## config.mk

```make
export PLATFORM = sky130hd
export DESIGN_NAME = output_drain_engine_flat
export DESIGN_NICKNAME = d
export VERILOG_FILES = /design/src/rtl/output_drain_engine_if.sv /design/src/rtl/output_drain_engine.sv /design/src/flat_wrapper.sv
export SDC_FILE = /design/constraint.sdc
export NUM_CORES = 2
export LEC_CHECK = 0
export ABC_AREA = 1
export BUFFER_PORTS_ARGS = -buffer_cell sky130_fd_sc_hd__buf_2
export CAP_MARGIN = 20
export CELL_PAD_IN_SITES_DETAIL_PLACEMENT = 0
export CELL_PAD_IN_SITES_GLOBAL_PLACEMENT = 2
export CORE_ASPECT_RATIO = 1.75
export CORE_MARGIN = 2
export CORE_UTILIZATION = 37
export CTS_CLUSTER_SIZE = 24
export DETAILED_ROUTE_END_ITERATION = 16
export GPL_TIMING_DRIVEN = 0
export PLACE_DENSITY_LB_ADDON = 0.1
export SLEW_MARGIN = 0
export SYNTH_ARGS = -nofsm -noshare
export SYNTH_HDL_FRONTEND = slang
export SYNTH_SLANG_ARGS = --single-unit
export TNS_END_PERCENT = 30
```

## constraint.sdc

```tcl
create_clock -name clk -period 6.4 [get_ports clk]
set_clock_uncertainty 0.1 [all_clocks]
set_input_delay 0.96 -clock clk [delete_from_list [all_inputs] [get_ports clk]]
set_output_delay 0.96 -clock clk [all_outputs]
set_load 0.005 [all_outputs]
```

## src/rtl/output_drain_engine_if.sv

```systemverilog
// Output word stream: bridge data tagged with its source port and an end-of-drain marker.
// The master holds m_data/m_port/m_last stable while m_valid is high and m_ready is low.
interface output_drain_engine_if #(
  parameter int DATA_W = 32,
  parameter int PORT_W = 5
);
  logic [DATA_W-1:0] m_data;
  logic [PORT_W-1:0] m_port;
  logic              m_last;
  logic              m_valid;
  logic              m_ready;

  modport master (output m_data, m_port, m_last, m_valid, input m_ready);
  modport slave  (input m_data, m_port, m_last, m_valid, output m_ready);
endinterface

```

## src/rtl/output_drain_engine.sv

```systemverilog
// Round-robin drain of bridge FIFOs onto a tagged stream; a word reaches m_valid one cycle after done0.
// A full output buffer drops rd_en0, so m_ready backpressure stalls bridge reads without loss.
module output_drain_engine #(
  parameter int DATA_W     = 32,
  parameter int NUM_PORTS  = 20,
  parameter int PORT_W     = 5,
  parameter int CNT_W      = 16,
  parameter int OBUF_DEPTH = 4,
  parameter int TIMEOUT    = 1024
) (
  input  logic                    clk,
  input  logic                    rst,
  input  logic                    start,
  input  logic                    abort,
  input  logic [NUM_PORTS-1:0]    port_mask,
  input  logic [CNT_W-1:0]        words_per_port,
  output logic [PORT_W-1:0]       port0,
  output logic                    rd_en0,
  input  logic [DATA_W-1:0]       d_out0,
  input  logic                    done0,
  output_drain_engine_if.master   m_if,
  output logic                    busy,
  output logic                    drain_done,
  output logic                    err_timeout
);
  localparam int TOT_W  = CNT_W + $clog2(NUM_PORTS + 1);
  localparam int PTR_W  = $clog2(OBUF_DEPTH);
  localparam int IDLE_W = $clog2(TIMEOUT + 1);

  typedef enum logic [2:0] {S_IDLE, S_RUN, S_FLUSH, S_DONE, S_ERR} state_t;

  typedef struct packed {
    logic [DATA_W-1:0] dat;
    logic [PORT_W-1:0] port;
    logic              last;
  } obuf_t;

  state_t            state, state_nxt;
  logic [CNT_W-1:0]  rem [NUM_PORTS];
  logic [PORT_W-1:0] cur, cur_nxt;
  logic [PORT_W:0]   cand;
  logic [TOT_W-1:0]  tot, tot_start;
  logic [IDLE_W-1:0] idle_cnt;

  obuf_t             obuf [OBUF_DEPTH];
  logic [PTR_W-1:0]  wr_ptr, rd_ptr;
  logic [PTR_W:0]    count, count_nxt;
  logic              obuf_full, push, pop, flush, start_ok, push_last;

  assign obuf_full = (count == (PTR_W+1)'(OBUF_DEPTH));
  assign rd_en0    = (state == S_RUN) && (rem[cur] != '0) && !obuf_full && !abort;
  assign port0     = (state == S_RUN) ? cur : '0;
  assign push      = rd_en0 & done0;
  assign push_last = (tot == TOT_W'(1));
  assign pop       = m_if.m_valid & m_if.m_ready;
  assign flush     = abort | (state == S_ERR);
  assign start_ok  = start & ~abort & (state == S_IDLE);
  assign count_nxt = flush ? '0 : count + (PTR_W+1)'(push) - (PTR_W+1)'(pop);

  assign m_if.m_valid = (count != '0);
  assign m_if.m_data  = obuf[rd_ptr].dat;
  assign m_if.m_port  = obuf[rd_ptr].port;
  assign m_if.m_last  = m_if.m_valid & obuf[rd_ptr].last;
  assign busy         = (state != S_IDLE);
  assign drain_done   = (state == S_DONE);

  always_comb begin
    tot_start = '0;
    for (int i = 0; i < NUM_PORTS; i++)
      if (port_mask[i]) tot_start = tot_start + TOT_W'(words_per_port);
  end

  // Walk offsets from farthest to nearest so the nearest pending port wins; cur itself is skipped.
  always_comb begin
    cur_nxt = cur;
    cand    = '0;
    for (int i = NUM_PORTS - 1; i >= 1; i--) begin
      cand = {1'b0, cur} + (PORT_W+1)'(i);
      if (cand >= (PORT_W+1)'(NUM_PORTS)) cand = cand - (PORT_W+1)'(NUM_PORTS);
      if (rem[cand[PORT_W-1:0]] != '0) cur_nxt = cand[PORT_W-1:0];
    end
  end

  always_comb begin
    state_nxt = state;
    unique case (state)
      S_IDLE:  if (start_ok) state_nxt = (tot_start == '0) ? S_FLUSH : S_RUN;
      S_RUN: begin
        if (push && push_last) state_nxt = S_FLUSH;
        else if (!push && idle_cnt == IDLE_W'(TIMEOUT - 1)) state_nxt = S_ERR;
      end
      S_FLUSH: if (count_nxt == '0) state_nxt = S_DONE;
      S_DONE:  state_nxt = S_IDLE;
      S_ERR:   state_nxt = S_IDLE;
      default: state_nxt = S_IDLE;
    endcase
    if (abort) state_nxt = S_IDLE;
  end

  always_ff @(posedge clk or negedge rst) begin
    if (!rst) begin
      state       <= S_IDLE;
      cur         <= '0;
      tot         <= '0;
      idle_cnt    <= '0;
      err_timeout <= 1'b0;
      wr_ptr      <= '0;
      rd_ptr      <= '0;
      count       <= '0;
      for (int i = 0; i < NUM_PORTS; i++) rem[i] <= '0;
    end else begin
      state <= state_nxt;
      count <= count_nxt;
      if (flush) begin
        wr_ptr <= '0;
        rd_ptr <= '0;
      end else begin
        if (push) wr_ptr <= wr_ptr + 1'b1;
        if (pop)  rd_ptr <= rd_ptr + 1'b1;
      end
      if (state == S_ERR) err_timeout <= 1'b1;
      if (start_ok) begin
        for (int i = 0; i < NUM_PORTS; i++) rem[i] <= port_mask[i] ? words_per_port : '0;
        cur         <= '0;
        tot         <= tot_start;
        idle_cnt    <= '0;
        err_timeout <= 1'b0;
      end else if (state == S_RUN && !abort) begin
        cur <= cur_nxt;
        if (push) begin
          rem[cur] <= rem[cur] - 1'b1;
          tot      <= tot - 1'b1;
          idle_cnt <= '0;
        end else begin
          idle_cnt <= idle_cnt + 1'b1;
        end
      end
    end
  end

  always_ff @(posedge clk) begin
    if (push) obuf[wr_ptr] <= '{dat: d_out0, port: cur, last: push_last};
  end
endmodule
```

## src/flat_wrapper.sv

```systemverilog
// flat-port wrapper written by rule: the top's interface ports become plain ports
module output_drain_engine_flat 
#(
  parameter int DATA_W     = 32,
  parameter int NUM_PORTS  = 20,
  parameter int PORT_W     = 5,
  parameter int CNT_W      = 16,
  parameter int OBUF_DEPTH = 4,
  parameter int TIMEOUT    = 1024
)
  (clk, rst, start, abort, port_mask, words_per_port, port0, rd_en0, d_out0, done0, busy, drain_done, err_timeout, m_if_m_data, m_if_m_port, m_if_m_last, m_if_m_valid, m_if_m_ready);
  output_drain_engine_if #(.DATA_W(DATA_W), .PORT_W(PORT_W)) m_if_i ();
  input  logic clk;
  input  logic rst;
  input  logic start;
  input  logic abort;
  input  logic [NUM_PORTS-1:0] port_mask;
  input  logic [CNT_W-1:0] words_per_port;
  output logic [PORT_W-1:0] port0;
  output logic rd_en0;
  input  logic [DATA_W-1:0] d_out0;
  input  logic done0;
  output logic busy;
  output logic drain_done;
  output logic err_timeout;
  output wire logic [$bits(m_if_i.m_data)-1:0] m_if_m_data;
  output wire logic [$bits(m_if_i.m_port)-1:0] m_if_m_port;
  output wire logic [$bits(m_if_i.m_last)-1:0] m_if_m_last;
  output wire logic [$bits(m_if_i.m_valid)-1:0] m_if_m_valid;
  input wire logic [$bits(m_if_i.m_ready)-1:0] m_if_m_ready;
  assign m_if_m_data = m_if_i.m_data;
  assign m_if_m_port = m_if_i.m_port;
  assign m_if_m_last = m_if_i.m_last;
  assign m_if_m_valid = m_if_i.m_valid;
  assign m_if_i.m_ready = m_if_m_ready;
  output_drain_engine #(.DATA_W(DATA_W), .NUM_PORTS(NUM_PORTS), .PORT_W(PORT_W), .CNT_W(CNT_W), .OBUF_DEPTH(OBUF_DEPTH), .TIMEOUT(TIMEOUT)) u_core (.clk(clk), .rst(rst), .start(start), .abort(abort), .port_mask(port_mask), .words_per_port(words_per_port), .port0(port0), .rd_en0(rd_en0), .d_out0(d_out0), .done0(done0), .m_if(m_if_i), .busy(busy), .drain_done(drain_done), .err_timeout(err_timeout));
endmodule
```

==> results.txt <==
Run status: finished with violations
Failing checks: negative setup slack
Core Area: 136000 um^2
Num CTS Buffers: 48
Critical Path Max Stage Delay: 0.31 ns
Startpoint Class: input port
Most used cell, CP: nand2_1
H-tree levels: 2
Clock transition at path regs: 0.07 ns
Net Count, Synth: 7960
Worst path arrival time: 18.33 ns
Post-synth EDFFs: 152
Gp weighted congestion: 1.06
CTS tree: yes
Register area share after synthesis: 27.1%
Layout cells sized above 1: 23.8%
Crit share post-route: 279%
First-pass GRT wire length: 400000 um
Avg Vias per Cell: 5.77
Max-Cap Viols: 0
NumNets Final: 8563
Top Family by Delay on Critical Path: simple AND/OR/NAND/NOR gates
Largest net degree at the start of global routing: 111
Hold-fix buffers, CTS: 0
Layout Cells excl Fill: 9983
Max FO, Critical Path: 10
Final ANT Viol Nets: 0
Cell total after placement: 9532
Critical path data required time: 6.88 ns
RSZ-0062 raised after global routing: true
Cell area after synthesis: 50800 um^2
Wire per inst: 28.5 um
Routed wire length: 285000 um
Initial antenna violation count: 21
First drt pass iteration count: 8
Post-synth ARST share: 70.8%
Crit-path slowest cell: ha_4
Distinct cells, synth: 70
Final Slew Violations: 0
Port bufs: 113
DRT iter0 DRCs: 4248
Setup CP Type: input port to flip-flop
Area growth from synthesis to final layout: 29.6%
Vias in the first global route: 57225
FF+latch count, synth: 520
Ys flop type: dfrtp_1
Type of the most critical hold path: input port to async pin
Drc violations: 0
DR vias: 57635
Cells after Synth: 7520
Die X: 284 um
Gr usage total: 39.5%
Ys Warns: 0
Max-slew headroom: 15.1%
Clock Root Buffer: clkbuf_16
Endpoints failing hold: 0
Max Fclk: 56.0 MHz
Die area: 140000 um^2
Most frequent cells in the layout: nand2_1, inv_1, o21ai_0
I/O pins: 122
Initial Utilization: 37.3%
Clk sink count: 520
Final setup viols: 41
Buffers & Inverters on Critical Path: 22
Setup slack, reg-to-reg: -0.40 ns
Commonest non-fill, non-tap cell in the layout: nand2_1
Overflow after GRT: 0
Place WS: -14.36 ns
Crit. End Element: flip-flop
Clock buffer depth: 3
Detail Placement HPWL: 218000 um
Avg Cell Area, Syn: 6.75 um^2
Worst skew pair latency: 0.67 ns
Rows: 179
Die height: 494 um
Worst-margin pin slew: 1.27 ns
Final min period: 17.85 ns
Post-route worst setup slack: -11.45 ns
Yosys cell counts, types with 16 or more instances:
cell | number | area share (%)
nand3b_1 | 23 | 0.34
o211ai_1 | 25 | 0.37
o31ai_1 | 19 | 0.28
xnor2_1 | 81 | 1.4
xor2_1 | 180 | 3.1
edfxtp_1 | 152 | 9.0
inv_1 | 836 | 6.2
buf_1 | 35 | 0.26
a21oi_1 | 363 | 3.6
o21ai_0 | 856 | 8.4
o221ai_1 | 36 | 0.62
mux2_2 | 79 | 1.8
or2_2 | 50 | 0.62
nor4_1 | 40 | 0.49
fa_1 | 20 | 0.79
clkbuf_1 | 305 | 2.3
nand4_1 | 72 | 0.89
o22ai_1 | 369 | 4.5
nand2_1 | 1877 | 14
dfrtp_1 | 368 | 18
nor2_1 | 398 | 2.9
nand3_2 | 35 | 0.69
nand2_2 | 56 | 0.69
nand3_1 | 530 | 5.2
o21a_1 | 22 | 0.33
mux2i_1 | 16 | 0.32
and2_1 | 71 | 0.87
nor3_1 | 59 | 0.58
ha_1 | 346 | 8.5
final timing paths:
| kind | from | end | depth (start not counted) |
|---|---|---|---|
| max in group asynchronous | rst | u_core.tot[11] | 3 |
| min | rst | u_core.rem[168] | 1 |
| min in group clk | u_core.err_timeout | u_core.err_timeout | 2 |
| max | words_per_port[3] | u_core.state[1] | 135 |
| min reg2reg | u_core.err_timeout | u_core.err_timeout | 2 |
| max reg2reg | u_core.cur[0] | u_core.cur[3] | 27 |
repair_timing:
item | CTS | global route
endpoints found under the setup margin | 518 | 460
buffers inserted | 215 | 130
gates cloned | 4 | 0
pin swaps | 243 | 321
resized for setup | 622 | 424
per-stage QoR:
step / instance area (um^2) / setup TNS, ns / hold WS (ns) / utilization, %
global placement: 55800 / -3375.45 / 0.385 / 41.0
floorplan: 53000 / -206.84 / 0.378 / -
finish: 65800 / -225.94 / 0.110 / 48.3
global route: 65800 / -246.17 / 0.137 / 48.3
detailed placement: 57400 / -1715.46 / 0.385 / 42.1
CTS: 63000 / -222.79 / 0.115 / 46.2
state kept, by name (all words and copies together), names as in the netlist:
name,cells
u_core.count,3
u_core.rd_ptr,2
u_core.obuf,152
u_core.err_timeout,1
u_core.state,3
u_core.wr_ptr,2
u_core.tot,21
u_core.idle_cnt,11
u_core.cur,5
u_core.rem,320
cells by family after synthesis:
family	Yosys count	synth area share, %
muxes	95	2.07
AOI/OAI and AO/OA	1799	19.8
buffers and inverters	1219	9.04
and+or+nand+nor	3260	28.2
xor gates and xnor gates	261	4.50
DFF	520	27.1
adders and majority gates	366	9.31
per-layer routing:
layer	global-route usage, %	vias up	share of wire [%]
met5	0	-	0.038
met4	37.0	16	11
met3	8.34	1066	6.3
met2	70.2	2273	50
met1	38.0	27575	33
li1	-	26705	-
layout make-up:
cell class | instances | area [um^2]
inverters | 865 | 3300
diodes | 16 | 40.0
fillers | 14078 | 70400
plain buffers | 353 | 1800
flip-flops and latches | 520 | 13800
clock inverters | 21 | 270
well taps | 1810 | 2260
clock buffers | 63 | 1330
repair buffers | 554 | 5040
multi-input cells | 5781 | 38000
Power is not shown: default switching activity piles up to over one toggle a cycle in this logic, so the estimate is an artifact.
